<file path="config.mk">
export PLATFORM = sky130hd
export DESIGN_NAME = mem_stage
export DESIGN_NICKNAME = d
export VERILOG_FILES = /design/src/rtl/mem_stage.sv
export SDC_FILE = /design/constraint.sdc
export NUM_CORES = 1
export LEC_CHECK = 0
export CORE_UTILIZATION = 51
export DETAILED_ROUTE_END_ITERATION = 8
export GPL_TIMING_DRIVEN = 0
export PLACE_DENSITY_LB_ADDON = 0.12
export SLEW_MARGIN = 20
export SYNTH_ARGS = -nofsm -noshare
export SYNTH_HDL_FRONTEND = slang
export SYNTH_SLANG_ARGS = --single-unit
</file>
<file path="constraint.sdc">
create_clock -name clk -period 7.4 [get_ports clk]
set_input_delay 0.74 -clock clk [delete_from_list [all_inputs] [get_ports clk]]
set_output_delay 0.74 -clock clk [all_outputs]
set_load 0.02 [all_outputs]
</file>
<file path="src/rtl/mem_stage.sv">
// Byte-serial memory stage: loads/stores move one byte per cycle through a
// synchronous 8-bit RAM port while the pipeline is stalled.
module mem_stage #(
    parameter int ADDR_W = 32
) (
    input  logic              clk,
    input  logic              rst,
    input  logic              ex_valid,
    input  logic [3:0]        ex_mem_op,
    input  logic [ADDR_W-1:0] ex_addr,
    input  logic [31:0]       ex_store_data,
    input  logic [31:0]       ex_rd_data,
    input  logic [4:0]        ex_rd_addr,
    input  logic              ex_rd_enable,
    output logic [ADDR_W-1:0] ram_addr,
    output logic [7:0]        ram_wdata,
    output logic              ram_we,
    input  logic [7:0]        ram_rdata,
    output logic              mem_stall,
    output logic [31:0]       mem_rd_data,
    output logic [4:0]        mem_rd_addr,
    output logic              mem_rd_enable
);

    localparam logic [3:0] OP_LB = 4'd1, OP_LH = 4'd2, OP_LBU = 4'd4, OP_LHU = 4'd5,
                           OP_SB = 4'd6, OP_SH = 4'd7;

    typedef enum logic [1:0] {IDLE, BUSY, DONE} state_t;

    state_t            state_q, state_d;
    logic [1:0]        cnt_q, cnt_d;
    logic              tail_q, tail_d;
    logic [3:0]        op_q, op_d;
    logic [ADDR_W-1:0] base_q, base_d;
    logic [31:0]       sdata_q, sdata_d;
    logic [4:0]        rdaddr_q, rdaddr_d;
    logic              rden_q, rden_d;
    logic [31:0]       buf_q, buf_d;

    logic       ex_is_mem, is_load;
    logic [1:0] last, cap_idx;

    function automatic logic [1:0] last_idx(input logic [3:0] op);
        case (op)
            OP_LB, OP_LBU, OP_SB: last_idx = 2'd0;
            OP_LH, OP_LHU, OP_SH: last_idx = 2'd1;
            default:              last_idx = 2'd3;
        endcase
    endfunction

    assign ex_is_mem = ex_mem_op inside {[4'd1:4'd8]};
    assign is_load   = op_q inside {[4'd1:4'd5]};
    assign last      = last_idx(op_q);

    always_comb begin
        state_d       = state_q;
        cnt_d         = cnt_q;
        tail_d        = tail_q;
        op_d          = op_q;
        base_d        = base_q;
        sdata_d       = sdata_q;
        rdaddr_d      = rdaddr_q;
        rden_d        = rden_q;
        buf_d         = buf_q;
        cap_idx       = 2'd0;
        ram_addr      = '0;
        ram_wdata     = '0;
        ram_we        = 1'b0;
        mem_stall     = 1'b0;
        mem_rd_data   = '0;
        mem_rd_addr   = '0;
        mem_rd_enable = 1'b0;
        case (state_q)
            IDLE: begin
                // rst gates the combinational paths so reset silences outputs at once
                if (ex_valid && rst) begin
                    if (ex_is_mem) begin
                        mem_stall = 1'b1;
                        op_d      = ex_mem_op;
                        base_d    = ex_addr;
                        sdata_d   = ex_store_data;
                        rdaddr_d  = ex_rd_addr;
                        rden_d    = ex_rd_enable;
                        buf_d     = '0;
                        cnt_d     = 2'd0;
                        tail_d    = 1'b0;
                        state_d   = BUSY;
                    end else begin
                        mem_rd_data   = ex_rd_data;
                        mem_rd_addr   = ex_rd_addr;
                        mem_rd_enable = ex_rd_enable;
                    end
                end
            end
            BUSY: begin
                mem_stall = 1'b1;
                if (!tail_q) begin
                    ram_addr = base_q + ADDR_W'(cnt_q);
                    if (!is_load) begin
                        ram_we    = 1'b1;
                        ram_wdata = sdata_q[{cnt_q, 3'b000} +: 8];
                    end
                end
                // read data trails the address by one cycle; the tail cycle takes the last byte
                if (is_load && (tail_q || cnt_q != 2'd0)) begin
                    cap_idx = tail_q ? last : cnt_q - 2'd1;
                    buf_d[{cap_idx, 3'b000} +: 8] = ram_rdata;
                end
                if (tail_q) begin
                    state_d = DONE;
                end else begin
                    cnt_d = cnt_q + 2'd1;
                    if (cnt_q == last) begin
                        if (is_load) tail_d  = 1'b1;
                        else         state_d = DONE;
                    end
                end
            end
            DONE: begin
                state_d = IDLE;
                if (is_load) begin
                    case (op_q)
                        OP_LB:   mem_rd_data = {{24{buf_q[7]}}, buf_q[7:0]};
                        OP_LBU:  mem_rd_data = {24'b0, buf_q[7:0]};
                        OP_LH:   mem_rd_data = {{16{buf_q[15]}}, buf_q[15:0]};
                        OP_LHU:  mem_rd_data = {16'b0, buf_q[15:0]};
                        default: mem_rd_data = buf_q;
                    endcase
                    mem_rd_addr   = rdaddr_q;
                    mem_rd_enable = rden_q;
                end
            end
            default: state_d = IDLE;
        endcase
    end

    always_ff @(posedge clk or negedge rst) begin
        if (!rst) begin
            state_q  <= IDLE;
            cnt_q    <= '0;
            tail_q   <= 1'b0;
            op_q     <= '0;
            base_q   <= '0;
            sdata_q  <= '0;
            rdaddr_q <= '0;
            rden_q   <= 1'b0;
            buf_q    <= '0;
        end else begin
            state_q  <= state_d;
            cnt_q    <= cnt_d;
            tail_q   <= tail_d;
            op_q     <= op_d;
            base_q   <= base_d;
            sdata_q  <= sdata_d;
            rdaddr_q <= rdaddr_d;
            rden_q   <= rden_d;
            buf_q    <= buf_d;
        end
    end

endmodule

</file>
==> reports/qor.yml, run 1 <==
fin_setup_tns_ns: 0
utilization_pct: 73.6
crit_type: "in -> out"
port-buffer-count: 196
yosysUniqueCellTypes: 59
synth_fp_nets: 749
hold_path_class: "in -> async"
yosys.area.top_type: "dfrtp_1"
die_area_um2: 13000
synthFlopType: "dfrtp_1"
synth_mux_area_share_pct: 17.6
path_max_fanout: 10
nNetsFinal: 957
setup_viol: 0
synth_xor_area_share_pct: 1.64
placed_cell_area_um2: 8600
synth.avg_cell_area_um2: 10.3
yosys.area_share.simple_pct: 15.9
crit_arrival_ns: 3.56
io_pins: 197
drtIter0Drc: 398
ant_nets: 0
maxCapViolCount: 0
track_usage_pct: 28.4
netlist_instances: 623
root_buffer: "clkbuf_16"
layout.cells.non_filler: 1004
syn_area_um2: 6400
slowest_delay_ns: 0.66
slew_headroom_pct: 44.4
rsz0062_at_grt: "false"
p_leak_nw: 3.53
end_kind: "output port"
syn_to_final_growth_pct: 39.2
synth_compound_area_share_pct: 14.7
drc: 0
switchingPower_mw: 1.14
stdcell_area_um2: 8910
max_freq_mhz: 233
initial_core_util_pct: 52.8
skew_ns: 0.00453
cp_common_cell: "clkdlybuf4s50_1"
dieWidth_um: 114
dr_total_vias: 5680
worst_path_dominant_cell_family: "buffers and inverters"
cp.required_ns: 6.66
seq_area_frac_synth_pct: 43.4
clk_pin_slew_ns: 0.07
pre_cts_slack_ns: 3.11
power_frac_clock_pct: 17.1
dp_cells: 988
core_um2: 12100
critPathBufInv: 4
gp_congestion: 0.872
cts_buffers: 9
place_hpwl_mm: 13.3
drive_above_1_share_pct: 15.6
rows: 40
grt_overflow: 0
htree_levels: 3
period_share_pct: 58.1
sw_frac_of_total_pct: 39.0
synth_top_family_by_area: "multiplexers"
diodes: 0
viasPerCell: 5.66
hold_viol: 0
cts_max_path_buffers: 2
ys_seq_elements: 111
report.power.total_mw: 2.93
hold_ws_ns: 0.270
yosys_warnings: 0
status: "finished clean"
peakVddDrop_uv: 199
insertion_delay_ns: 0.35
slowest_stage: "clkdlybuf4s50_1"
grt_pass1_wl_mm: 28.3
cp_cell_sequence: "clkdlybuf4s50_1 -> or4_1 -> a21oi_1 -> buf_2 -> clkbuf_1 -> nand2_1 -> o31ai_1 -> clkdlybuf4s50_1"
antenna_found_initial: 0
grt_pass1_vias: 5652
synth_adder_area_share_pct: 1.88
wl_mm: 17.8
postCtsResizedCells: 0
cts_tree: "yes"
firstDrtPassIters: 5
post-cts-setup-buffers: 0
power_frac_seq_pct: 36.6
synth_area_leaders: "dfrtp_1 43%, mux2_2 13%, nand2_1 3.2%, a22o_1 3.0%, mux4_2 2.8%"
p_int_mw: 1.79
die_h_um: 114
synth-edff-count: 0
drv_slew: 0
cts.sinks: 111
layout_setup_ws_ns: 3.10
grt_max_degree: 80
postCtsHoldBufs: 0
startpoint_type: "input pin"
p_per_area_nw_per_um2: 329
combPwrFrac_pct: 46.4
synth_top_area_share_pct: 43.4
async_reset_ff_share_pct: 100
wire_per_inst_um: 17.7
worst_pin_slew_ns: 0.833
layout_min_cycle_time_ns: 4.30
-- cell usage in the layout, fill, tap and decap left out, types with 8 or more instances in the layout --
master,instances
dfrtp_1,111
clkbuf_1,20
inv_1,34
buf_2,17
clkbuf_16,9
nand3_1,14
o32ai_1,16
mux2_2,74
or3_1,11
nor2_1,31
nand2_1,54
nand2b_1,14
clkdlybuf4s50_1,195
mux2i_1,11
o31ai_1,20
a22o_1,22
nor3_1,10
a21oi_1,22
and3_1,10
ha_1,8
o21ai_0,27
o211ai_1,8
mux4_2,8
-- cell type report --
| cell class | instances | area, um^2 |
|---|---|---|
| Buffer | 42 | 184 |
| Clock buffer | 11 | 243 |
| Clock inverter | 5 | 65.1 |
| Fill cell | 935 | 3200 |
| Inverter | 34 | 128 |
| Multi-Input combinational cell | 436 | 3310 |
| Sequential cell | 111 | 2780 |
| Tap cell | 168 | 210 |
| Timing Repair Buffer | 197 | 1990 |
-- cell families after synthesis --
group / Yosys count
simple gates: 188
compound gates: 134
flops: 111
mux: 93
buf+inv: 76
xor+xnor: 12
fa+ha+maj: 9
-- synth_stat cells, types with 16 or more instances --
cell / count
nand2_1: 54
dfrtp_1: 111
buf_2: 17
mux2_2: 74
o32ai_1: 16
inv_1: 34
a21oi_1: 22
a22o_1: 22
o21ai_0: 27
nor2_1: 31
clkbuf_1: 19
o31ai_1: 20
-- flip-flops by register name (all words and copies together) (netlist names) --
name / cells
base_q: 32
buf_q: 32
cnt_q: 2
op_q: 4
rdaddr_q: 5
rden_q: 1
sdata_q: 32
state_q: 2
tail_q: 1
-- per-layer routing --
metal,wire length (um),part of all wire (%),track usage [%],vias up
met5,0,0,0,-
met4,291,1.6,9.61,0
met3,1020,5.8,5.47,26
met2,8840,50,47.5,186
met1,7610,43,37.1,2776
li1,-,-,-,2692
-- final timing paths --
kind | to | depth (start not counted) | startpoint | slack, ns
max | mem_rd_data[23] | 8 | ex_mem_op[2] | 3.10
min | rdaddr_q[3]$_DFFE_PN0P_ | 1 | rst | 0.27
max reg2reg | buf_q[30]$_DFFE_PN0P_ | 11 | op_q[1]$_DFFE_PN0P_ | 4.10
min reg2reg | buf_q[3]$_DFFE_PN0P_ | 1 | buf_q[3]$_DFFE_PN0P_ | 0.51
max in group asynchronous | base_q[25]$_DFFE_PN0P_ | 2 | rst | 6.44
min in group clk | buf_q[3]$_DFFE_PN0P_ | 1 | buf_q[3]$_DFFE_PN0P_ | 0.51
-- power groups by stage --
stage          Clock (mW)  Sequential [mW]  Combinational, mW
2_1_floorplan           0             1.01              0.932
3_3_place_gp            0             1.05               1.31
3_5_place_dp            0             1.07               1.35
4_1_cts             0.512             1.06               1.36
5_1_grt             0.534             1.10               1.49
6_report            0.500             1.07               1.36
-- worst reg2reg max path: cells and delay by family (launching register included) --
| kind | cells | cell delay, ns |
|---|---|---|
| and+or+nand+nor | 4 | 1.15 |
| buffers and inverters | 4 | 0.73 |
| adders and majority gates | 1 | 0.33 |
| DFF | 1 | 0.36 |
| AOI/OAI and AO/OA | 2 | 0.62 |
Note: power is estimated with default switching activity, not from simulation.
==> run 2, diff against run 1 <==
CORE_UTILIZATION = 43   (was 51)
clock period = 3.7 ns   (was 7.4 ns; I/O delays follow)
==> run 2 against run 1 <==
Against the previous run:
- the flow now finishes with violations (hold timing)
- combinational power is 100% higher
- sequential power is 99% higher
- core utilization fell by 12 points
- clock power increased by 110%
- critical path depth down 1
- cell count rose by 2.0%
- setup slack lost 2.9 ns
- wire length rose by 4.0%
- non-clock buffer count up 4
- largest power group unchanged
- highest routed layer unchanged
==> reports/qor.yml, run 2 (synthesis gave the netlist of run 1 again) <==
worst_pin_slew_ns: 0.828  # -0.00530 ns
switchingPower_mw: 2.36  # +110%
insertion_delay_ns: 0.36  # about the same
root_buffer: "clkbuf_16"
cp_cell_sequence: "buf_2 -> nor3_1 -> a211o_1 -> clkbuf_1 -> clkbuf_2 -> and3_1 -> clkdlybuf4s50_1"
die_area_um2: 15400  # +18%
hold_viol: 16  # +16
core_um2: 14500  # +20%
drive_above_1_share_pct: 16.8  # +1.2 points
layout_min_cycle_time_ns: 3.50
cts_max_path_buffers: 2  # unchanged
dr_total_vias: 5740  # +1.1%
startpoint_type: "register"
wire_per_inst_um: 18.0  # +2.0%
cts_buffers: 9  # unchanged
power_frac_clock_pct: 17.4  # +0.3 points
drc: 0  # unchanged
dieWidth_um: 124  # +8.7%
hold_path_class: "in -> async"
combPwrFrac_pct: 46.7  # +0.3 points
fin_setup_tns_ns: 0  # unchanged
cp.required_ns: 3.33  # -3.33 ns
viasPerCell: 5.61  # -0.92%
max_freq_mhz: 286
slowest_stage: "clkdlybuf4s50_1"
end_kind: "output port"
clk_pin_slew_ns: 0.08  # about the same
r2r-end: "buf_q[26]$_DFFE_PN0P_"
hold_ws_ns: -0.0372  # -0.307 ns
maxCapViolCount: 0  # unchanged
p_per_area_nw_per_um2: 659  # +100%
grt_pass1_wl_mm: 28.3  # -0.22%
violations: "hold timing"
ant_nets: 0  # unchanged
io_pins: 197  # unchanged
drv_slew: 0  # unchanged
grt_pass1_vias: 5553  # -1.8%
nNetsFinal: 961  # +0.42%
diodes: 0  # unchanged
utilization_pct: 62.0  # -12 points
cp.depth: 7  # -1
rrSetupSlack_ns: 0.33  # -3.77 ns
htree_levels: 3  # unchanged
place_hpwl_mm: 13.5  # +2.1%
reg.largest.list: "base_q (32), buf_q (32), sdata_q (32)"
cts.sinks: 111  # unchanged
layout_setup_ws_ns: 0.198  # -2.90 ns
rsz0062_at_grt: "false"
firstDrtPassIters: 5  # unchanged
rows: 44  # +10%
slew_headroom_pct: 44.3  # -0.16 points
drtIter0Drc: 464  # +17%
gp_congestion: 0.820  # -5.9%
syn_to_final_growth_pct: 40.7
worst_path_dominant_cell_family: "buffers and inverters"
power_frac_seq_pct: 35.9  # -0.7 points
period_share_pct: 94.7
initial_core_util_pct: 44.0  # -8.8 points
final_common_cell: "clkdlybuf4s50_1"
crit_arrival_ns: 3.13  # -0.43 ns
ff2ff_path_depth: 9  # -2
final_cell_mix: "190 x clkdlybuf4s50_1, 111 x dfrtp_1, 74 x mux2_2"
grt_overflow: 0  # unchanged
peakVddDrop_uv: 331  # +66%
layout.cells.non_filler: 1024  # +2.0%
setup_viol: 0  # unchanged
wl_mm: 18.5  # +4.0%
slowest_delay_ns: 0.63  # -0.03 ns
cts_tree: "yes"
dp_cells: 1004  # +1.6%
path_max_fanout: 10  # unchanged
port-buffer-count: 196  # unchanged
grt_max_degree: 73  # -8.8%
critPathBufInv: 4  # unchanged
die_h_um: 124  # +8.7%
p_int_mw: 3.57  # +100%
p_leak_nw: 3.66  # +3.5%
pre_cts_slack_ns: 0.0712  # -3.04 ns
skew_ns: 0.0115  # +0.00700 ns
r2r_start: "cnt_q[1]$_DFFE_PN0P_"
track_usage_pct: 24.2  # -4.2 points
crit_type: "reg -> out"
sw_frac_of_total_pct: 39.8  # +0.78 points
antenna_found_initial: 0  # unchanged
status: "complete, but fails checks"
==> run 2: worst max path at each step <==
stage | slack [ns] | end | from
after floorplan | 0.81 | buf_q[10]$_DFFE_PN0P_ | op_q[1]$_DFFE_PN0P_
after global placement | -3.54 | mem_rd_data[27] | rst
after detailed placement | 0.07 | mem_rd_data[17] | ex_mem_op[2]
after CTS | 0.04 | ram_addr[20] | cnt_q[0]$_DFFE_PN0P_
after global routing | 0.004 | ram_wdata[3] | op_q[1]$_DFFE_PN0P_
final | 0.20 | ram_wdata[7] | op_q[1]$_DFFE_PN0P_
==> run 2: power groups by stage <==
stage / sequential [mW] / clock (mW) / combinational, mW
finish: 2.13 / 1.03 / 2.77
global route: 2.21 / 1.08 / 3.03
CTS: 2.12 / 1.04 / 2.76
detailed placement: 2.14 / 0 / 2.73
global placement: 2.11 / 0 / 2.64
floorplan: 2.02 / 0 / 1.86
==> run 2: metal layers <==
layer,track usage [%],part of all wire (%),vias to the layer above
met4,8.48,1.7,0
met2,39.7,49,209
met3,4.21,6.4,23
met1,32.3,43,2802
met5,0,0,-
li1,-,-,2706
==> run 2: final cells by class <==
class / count / area, um^2
plain buffers: 42 / 190
repair buffers: 201 / 2050
inverters: 34 / 128
flip-flops and latches: 111 / 2780
well taps: 184 / 230
clock buffers: 10 / 229
fillers: 1208 / 5530
clock inverters: 6 / 76.3
multi-input cells: 436 / 3330
==> run 2: repair_timing <==
action / in CTS / in global routing
endpoints found under the setup margin: 2 / 27
endpoints found under the hold margin: 42 / 0
buffers inserted: 0 / 2
gates resized for setup: 2 / 14
hold buffers: 2 / 0
==> run 2: through the flow <==
stage	total power, mW	cell area (um^2)	hold WS (ns)
6_report	5.93	9000	-0.0372
5_1_grt	6.32	9000	0.0187
4_1_cts	5.93	8960	0.00456
3_5_place_dp	4.87	8620	0.316
3_3_place_gp	4.75	8590	0.482
2_1_floorplan	3.89	6400	0.0744
==> run 3, diff against run 2 <==
CTS_CLUSTER_SIZE = 14   (was default)
GPL_TIMING_DRIVEN = default   (was 0)
PLACE_DENSITY_LB_ADDON = 0.05   (was 0.12)
==> run 3 against run 2 <==
Against the previous run:
- the run now ends clean
- die area did not move
- count of clock-buffer cells in the layout fell by 1
- core utilization fell by 0.71 points
- cell count fell by 2.6%
- wire length fell by 6.3%
- register-to-register slack improved by 0.13 ns
- critical path depth did not move
- fmax barely moved
- clock skew fell by 0.0029 ns
- sequential share of layout area rose by 0.36 points
- total power rose by 0.27%
- sequential cell count did not move
- critical path type unchanged
- largest cell class unchanged
- largest power group unchanged
==> reports/qor.yml, run 3 (synthesis gave the netlist of run 1 again) <==
drive_above_1_share_pct: 16.5  # -0.30 points
startpoint_type: "register"
ant_nets: 0  # unchanged
worst_pin_slew_ns: 0.916  # +0.0876 ns
grt_max_degree: 72  # -1.4%
hold_viol: 0  # -16
placed_cell_area_um2: 8570  # -0.62%
cts.sinks: 111  # unchanged
power_frac_clock_pct: 17.5  # about the same
dr_wl_met3_um: 956  # -19%
cp_common_cell: "a21oi_1"
antenna_found_initial: 0  # unchanged
max_freq_mhz: 286  # about the same
nNetsFinal: 934  # -2.8%
maxCapViolCount: 0  # unchanged
end_kind: "output port"
grt_pass1_vias: 5344  # -3.8%
dp_cells: 980  # -2.4%
slowest_stage: "clkdlybuf4s50_1"
wire_per_inst_um: 17.4  # -3.8%
layout.cells.non_filler: 997  # -2.6%
cp.required_ns: 3.33  # about the same
track_usage_pct: 23.3  # -0.94 points
grt_pass1_wl_mm: 27.3  # -3.4%
period_share_pct: 94.7  # about the same
crit_type: "reg -> out"
utilization_pct: 61.2  # -0.71 points
dr_total_vias: 5493  # -4.3%
route.layer.met1.wl_mm: 8.01  # +0.84%
initial_core_util_pct: 44.0  # unchanged
fin_setup_tns_ns: 0  # unchanged
firstDrtPassIters: 4  # -1
cts_tree: "yes"
viasPerCell: 5.51  # -1.7%
dr_wl_met2_mm: 8.23  # -9.1%
syn_to_final_growth_pct: 39.1
gp_congestion: 0.810  # -1.2%
cts_max_path_buffers: 2  # unchanged
grt_overflow: 0  # unchanged
setup_viol: 0  # unchanged
slew_headroom_pct: 39.0  # -5.3 points
sw_frac_of_total_pct: 39.3  # -0.45 points
layout_min_cycle_time_ns: 3.50  # +0.0000230 ns
status: "finished clean"
combPwrFrac_pct: 46.1  # -0.6 points
crit_arrival_ns: 3.13  # about the same
rsz0062_at_grt: "false"
die_area_um2: 15400  # unchanged
power_frac_seq_pct: 36.3  # +0.4 points
wl_mm: 17.3  # -6.3%
slowest_delay_ns: 0.62  # about the same
dieWidth_um: 124  # unchanged
peakVddDrop_uv: 284  # -14%
hold_path_class: "in -> async"
critPathBufInv: 2  # -2
drc: 0  # unchanged
drtIter0Drc: 269  # -42%
final_common_cell: "clkdlybuf4s50_1"
switchingPower_mw: 2.34  # -0.87%
drv_slew: 0  # unchanged
final_cell_mix: "195 x clkdlybuf4s50_1, 111 x dfrtp_1, 74 x mux2_2"
cts_buffers: 9  # unchanged
dr.max_layer_used: "met4"
p_leak_nw: 3.53  # -3.6%
die_h_um: 124  # unchanged
report.power.total_mw: 5.95  # +0.27%
skew_ns: 0.00861  # -0.00293 ns
root_buffer: "clkbuf_16"
p_per_area_nw_per_um2: 668  # +1.4%
worst_path_dominant_cell_family: "simple AND/OR/NAND/NOR gates"
path_max_fanout: 15  # +5
place_hpwl_mm: 12.6  # -6.6%
io_pins: 197  # unchanged
p_int_mw: 3.61  # +1.0%
diodes: 0  # unchanged
port-buffer-count: 196  # unchanged
rows: 44  # unchanged
clk_pin_slew_ns: 0.08  # about the same
cp_cell_sequence: "ha_1 -> a21oi_1 -> buf_4 -> or4_4 -> or4_1 -> a21oi_1 -> clkdlybuf4s50_1"
reg.largest.list: "base_q (32), buf_q (32), sdata_q (32)"
htree_levels: 3  # unchanged
core_um2: 14500  # unchanged
post-cts-setup-buffers: 0  # unchanged
insertion_delay_ns: 0.36  # about the same
stdcell_area_um2: 8900  # -1.2%
-- run 3: area by class of cell --
| cell class | instances | area [um^2] |
|---|---|---|
| fillers | 1296 | 5630 |
| multi-input cells | 436 | 3330 |
| flip-flops and latches | 111 | 2780 |
| repair buffers | 216 | 2110 |
| well taps | 184 | 230 |
| clock buffers | 9 | 225 |
| inverters | 34 | 128 |
| clock inverters | 7 | 93.8 |
-- run 3: power groups by stage --
stage,combinational (mW),clock (mW),sequential (mW)
6_report,2.75,1.04,2.16
5_1_grt,3.03,1.12,2.24
4_1_cts,2.77,1.07,2.16
3_5_place_dp,2.75,0,2.18
3_3_place_gp,2.68,0,2.14
2_1_floorplan,1.86,0,2.02
-- run 3: path summary, 6_finish.rpt --
check                      cells past startpoint  slack, ns                    start                      end
setup / recovery                               7       0.20     cnt_q[1]$_DFFE_PN0P_             ram_addr[29]
hold / removal                                 2       0.47                      rst      op_q[0]$_DFFE_PN0P_
setup reg to reg                               7       0.46      op_q[1]$_DFFE_PN0P_    buf_q[14]$_DFFE_PN0P_
hold reg to reg                                1       0.50  sdata_q[30]$_DFFE_PN0P_  sdata_q[30]$_DFFE_PN0P_
max in group asynchronous                      4       1.63                      rst   base_q[25]$_DFFE_PN0P_
min in group clk                               1       0.50  sdata_q[30]$_DFFE_PN0P_  sdata_q[30]$_DFFE_PN0P_
-- run 3: layer usage --
metal	up-vias	global-route usage, %
met3	8	5.17
li1	2647	-
met5	-	0
met4	0	4.84
met1	2683	31.7
met2	155	38.1
-- run 3: per-stage QoR --
stage          worst slack, ns  hold WS [ns]
3_5_place_dp             0.399         0.265
6_report                 0.198         0.474
4_1_cts                  0.143         0.489
5_1_grt                 0.0496         0.501
3_3_place_gp             0.510         0.261
2_1_floorplan            0.808        0.0744
-- run 3: what timing repair did --
item                       4_1_cts  5_1_grt
resized for setup                0        1
hold endpoints to repair        18        0
hold buffers                     1        0
setup endpoints to repair        0        1
==> edit 1 (flow settings as in run 3) <==
Reset style: synchronous (`rst`), changed in one clocked block.
--- a/src/rtl/mem_stage.sv
+++ b/src/rtl/mem_stage.sv
@@ -135,5 +135,5 @@
     end
 
-    always_ff @(posedge clk or negedge rst) begin
+    always_ff @(posedge clk) begin
         if (!rst) begin
             state_q  <= IDLE;
Check against the original RTL: differs if rst is asserted again (counterexample within 4 cycles, from zero or initial values and one cycle with rst low); with rst held inactive, the same outputs for 4 cycles.
==> edit 1 against run 3 <==
- area after synthesis is 2.8% higher
- sequential cell count stayed put
- setup slack better by 0.084 ns
- routed wire length is 6.1% higher
- synthesized cell count is 32% higher
- cell area hardly changed
- via count is 18% higher
- largest cell class unchanged
Power is not compared: it rests on default switching activity, and its combinational part moved more than twofold at a synthesized area within 25%.
==> edit 1: results <==
group,metric,value,unit
pwr,p_clk,0.000961,W
hold_path,min_path_type,"primary input to flip-flop",
logic_synthesis,syn_inst,823,
setup_path,r2r_start,"cnt_q[0]$_SDFFE_PN0P_",
logic_synthesis,synth_compound_area_frac,0.2350,
setup_path,rr_worst_depth,8,
place,post_dp_cell_area,0.008596,mm^2
cells_and_area,layoutNonFillerInstCount,1172,
place,hpwl,13.01,mm
place,io_buffers,196,
drt,viasPerCell,5.548,
grt,grt.total_usage,0.2364,
logic_synthesis,yosys-top-cells-area,"dfxtp_1 (34%), nand2_1 (12%), a21boi_0 (7.4%), mux2i_1 (4.4%), mux4_2 (2.7%)",
logic_synthesis,synth_adder_area_share,0.01825,
setup_path,r2r_setup_slack,0.58,ns
cells_and_area,drive_gt1_frac,0.06883,
timing,fin_skew,0.008732,ns
logic_synthesis,async_reset_ff_frac,0,
run_status,status,"finished clean",
timing,timing.fmax,0.2925,GHz
logic_synthesis,synth_xor_xnor_area_share,0.01863,
setup_path,crit_path_end,"ram_addr[30]",
grt,grt_pass1_vias,6347,
logic_synthesis,syn_nets,949,
cells_and_area,nets,1109,
cells_and_area,nFillCells,1327,
drt,wl_per_cell,15.67,um
setup_path,cp_data_arrival_time,3.05,ns
setup_path,crit_path_max_fanout,13,
place,dp_slack,0.3339,ns
grt,grt_pass1_wl,30.60,mm
setup_path,r2r_end,"buf_q[12]$_SDFFE_PN0P_",
timing,worst_pin_slew,0.9753,ns
logic_synthesis,synth_mux_area_frac,0.07319,
setup_path,startpoint,"base_q[0]$_SDFFE_PN0P_",
logic_synthesis,synthTopCellsByCount,"nand2_1 (214), dfxtp_1 (111), a21boi_0 (65)",
pwr,p_leak,2.920,nW
grt,grt_max_degree,107,
logic_synthesis,yosysSeqAreaShare,0.3376,
clock_network,clk_path_buf_depth,2,
place,gp_congestion,0.8565,
drt,drtIter0Drc,428,
logic_synthesis,synth_ff_type,"dfxtp_1",
logic_synthesis,yosysUniqueCellTypes,66,
==> edit 1: worst min path at each step <==
stage / from / end / slack (ns)
after floorplan: buf_q[11]$_SDFFE_PN0P_ / buf_q[11]$_SDFFE_PN0P_ / 0.43
after global placement: buf_q[13]$_SDFFE_PN0P_ / buf_q[13]$_SDFFE_PN0P_ / 0.44
after detailed placement: buf_q[24]$_SDFFE_PN0P_ / buf_q[24]$_SDFFE_PN0P_ / 0.45
after CTS: rst / sdata_q[21]$_SDFFE_PN0P_ / 0.39
after global routing: rst / sdata_q[16]$_SDFFE_PN0P_ / 0.40
final: rst / op_q[0]$_SDFFE_PN0P_ / 0.39
==> edit 1: layout make-up <==
class | count | area (um^2) | area share
tap | 184 | 230.2 | 0.02584
multi-input combinational | 623 | 3965 | 0.4450
clock inverter | 3 | 43.79 | 0.004915
timing repair buffer | 213 | 2112 | 0.2370
sequential | 111 | 2225 | 0.2497
inverter | 25 | 93.84 | 0.01053
clock buffer | 13 | 240.2 | 0.02696
==> edit 1: worst max-delay path, stage by stage (launching register included) <==
cell,delay (ns)
dfxtp_1,0.34
ha_1,0.21
fa_1,0.22
and3_1,0.32
nand4_1,0.13
buf_4,0.20
or4_1,0.47
a21oi_1,0.17
clkdlybuf4s50_1,0.63
==> edit 1: timing repair <==
action / CTS / global route
setup buffers: 3 / 0
setup endpoints to repair: 4 / 20
pin swaps: 1 / 0
gates resized for setup: 0 / 4
==> edit 1: per-layer routing <==
| layer | GRT usage | routed length (um) |
|---|---|---|
| met3 | 0.05013 | 1003 |
| met2 | 0.4150 | 8928 |
| met4 | 0.06241 | 221 |
| met1 | 0.2924 | 8210 |
| met5 | 0 | 0 |
==> edit 2 (config.mk and constraints of run 3) <==
Made on the original files. Change the parameter `ADDR_W` from 32 to 64.
--- a/src/rtl/mem_stage.sv
+++ b/src/rtl/mem_stage.sv
@@ -2,5 +2,5 @@
 // synchronous 8-bit RAM port while the pipeline is stalled.
 module mem_stage #(
-    parameter int ADDR_W = 32
+    parameter int ADDR_W = 64
 ) (
     input  logic              clk,
Ports: changed (resized ex_addr and ram_addr); port bits go from 197 to 261. No check against the original RTL was run, so the function may have changed too.
==> edit 2 against run 3 <==
- utilization grew 2.3 points
- setup slack lost 0.086 ns
- area after synthesis grew 31%
- routed wire length grew 48%
- die area grew 30%
- power grew 35%
- fmax shrank 2.4%
- sequential power grew 36%
- clock power grew 76%
- hold slack lost 0.38 ns
- sequential cell count grew 32
- cell area grew 35%
- via count grew 50%
==> edit 2: results <==
group,metric,value,unit
logic_synthesis,synth_mux_area_frac,0.02403,
cells_and_area,reg_top3,"base_q: 64 flops, buf_q: 32 flops, sdata_q: 32 flops",
setup_path,startpoint,"base_q[24]$_DFFE_PN0P_",
drt,drtIter0Drc,508,
cells_and_area,drive_gt1_frac,0.07763,
drt,first_pass_iters,5,
setup_path,r2r_end,"buf_q[8]$_DFFE_PN0P_",
pwr,p_leak,5.279,nW
clock_network,cts_hold_buf,0,
setup_path,max_stage_delay,0.64,ns
cells_and_area,nets,1446,
logic_synthesis,synth_adder_area_share,0.01433,
cells_and_area,design_area,0.01201,mm^2
timing,holdWs,0.09065,ns
cells_and_area,nFillCells,1721,
drt,wl_met2,12.46,mm
logic_synthesis,synthTopCellsByCount,"nand2_1 (351), dfrtp_1 (143), nor2_1 (78)",
place,hpwl,18.04,mm
run_status,status,"finished clean",
grt,grt_max_degree,144,
place,post_dp_cell_area,0.01131,mm^2
drt,drt_wl_total,25.63,mm
grt,antenna_found_initial,1,
setup_path,crit_path_end,"ram_addr[57]",
clock_network,cts_inserted_buffers,17,
grt,grt.total_usage,0.2616,
pwr,intPower,0.004724,W
grt,grt_pass1_wl,40.92,mm
drt,wl_met3,1.273,mm
setup_path,crit_path_max_fanout,7,
logic_synthesis,yosys-top-cells-area,"dfrtp_1 (43%), nand2_1 (16%), nor2_1 (3.5%), a22o_1 (3.0%), xor2_1 (3.0%)",
logic_synthesis,yosysSeqAreaShare,0.4268,
setup_path,cp_data_arrival_time,3.22,ns
timing,worst_pin_slew,0.8344,ns
clock_network,h-tree-depth,4,
logic_synthesis,synth_compound_area_frac,0.1254,
timing,fin_skew,0.009946,ns
setup_path,r2r_setup_slack,0.59,ns
==> edit 2: cell types whose count changed after synthesis, sizes merged, moves of 13 or more <==
cell    change
nand2     +297
mux2       -73
nor2       +47
o21ai      +35
dfrtp      +32
nand4      +31
xor2       +24
o32ai      -16
clkbuf     +14
a21oi      +13
==> edit 2: what timing repair did <==
| action | 4_1_cts | 5_1_grt |
|---|---|---|
| resized for setup | 0 | 9 |
| buffers inserted | 2 | 1 |
| setup endpoints to repair | 7 | 13 |
| pin swaps | 1 | 2 |
| cloned | 0 | 0 |
| hold endpoints to repair | 0 | 0 |
==> edit 2: routing by layer <==
| layer | vias up | GRT usage |
|---|---|---|
| met5 | - | 0 |
| met4 | 2 | 0.08659 |
| met3 | 48 | 0.05805 |
| met2 | 234 | 0.4353 |
| met1 | 3889 | 0.3373 |
| li1 | 4051 | - |
==> edit 2: power by group through the flow <==
stage	combinational, W	sequential (W)	clock, W
after floorplan	0.00219	0.00270	0
after global placement	0.00321	0.00293	0
after detailed placement	0.00326	0.00295	0
after CTS	0.00327	0.00293	0.00185
after global routing	0.00361	0.00306	0.00192
final	0.00325	0.00294	0.00183
==> edit 2: area by class of cell <==
cell class,count,area (um^2),share of cell area
clock inverters,13,178.9,0.01490
clock buffers,19,442.9,0.03689
inverters,31,116.4,0.009692
well taps,260,325.3,0.02709
repair buffers,284,2841,0.2367
flip-flops and latches,143,3578,0.2980
multi-input cells,811,4523,0.3767
==> edit 2: through the flow <==
stage	worst slack, ns	cells	power, W
2_1_floorplan	0.7414	1040	0.004897
3_3_place_gp	0.3606	1526	0.006137
3_5_place_dp	0.2596	1526	0.006209
4_1_cts	0.01884	1560	0.008058
5_1_grt	-0.02170	1561	0.008583
6_report	0.1120	1561	0.008025
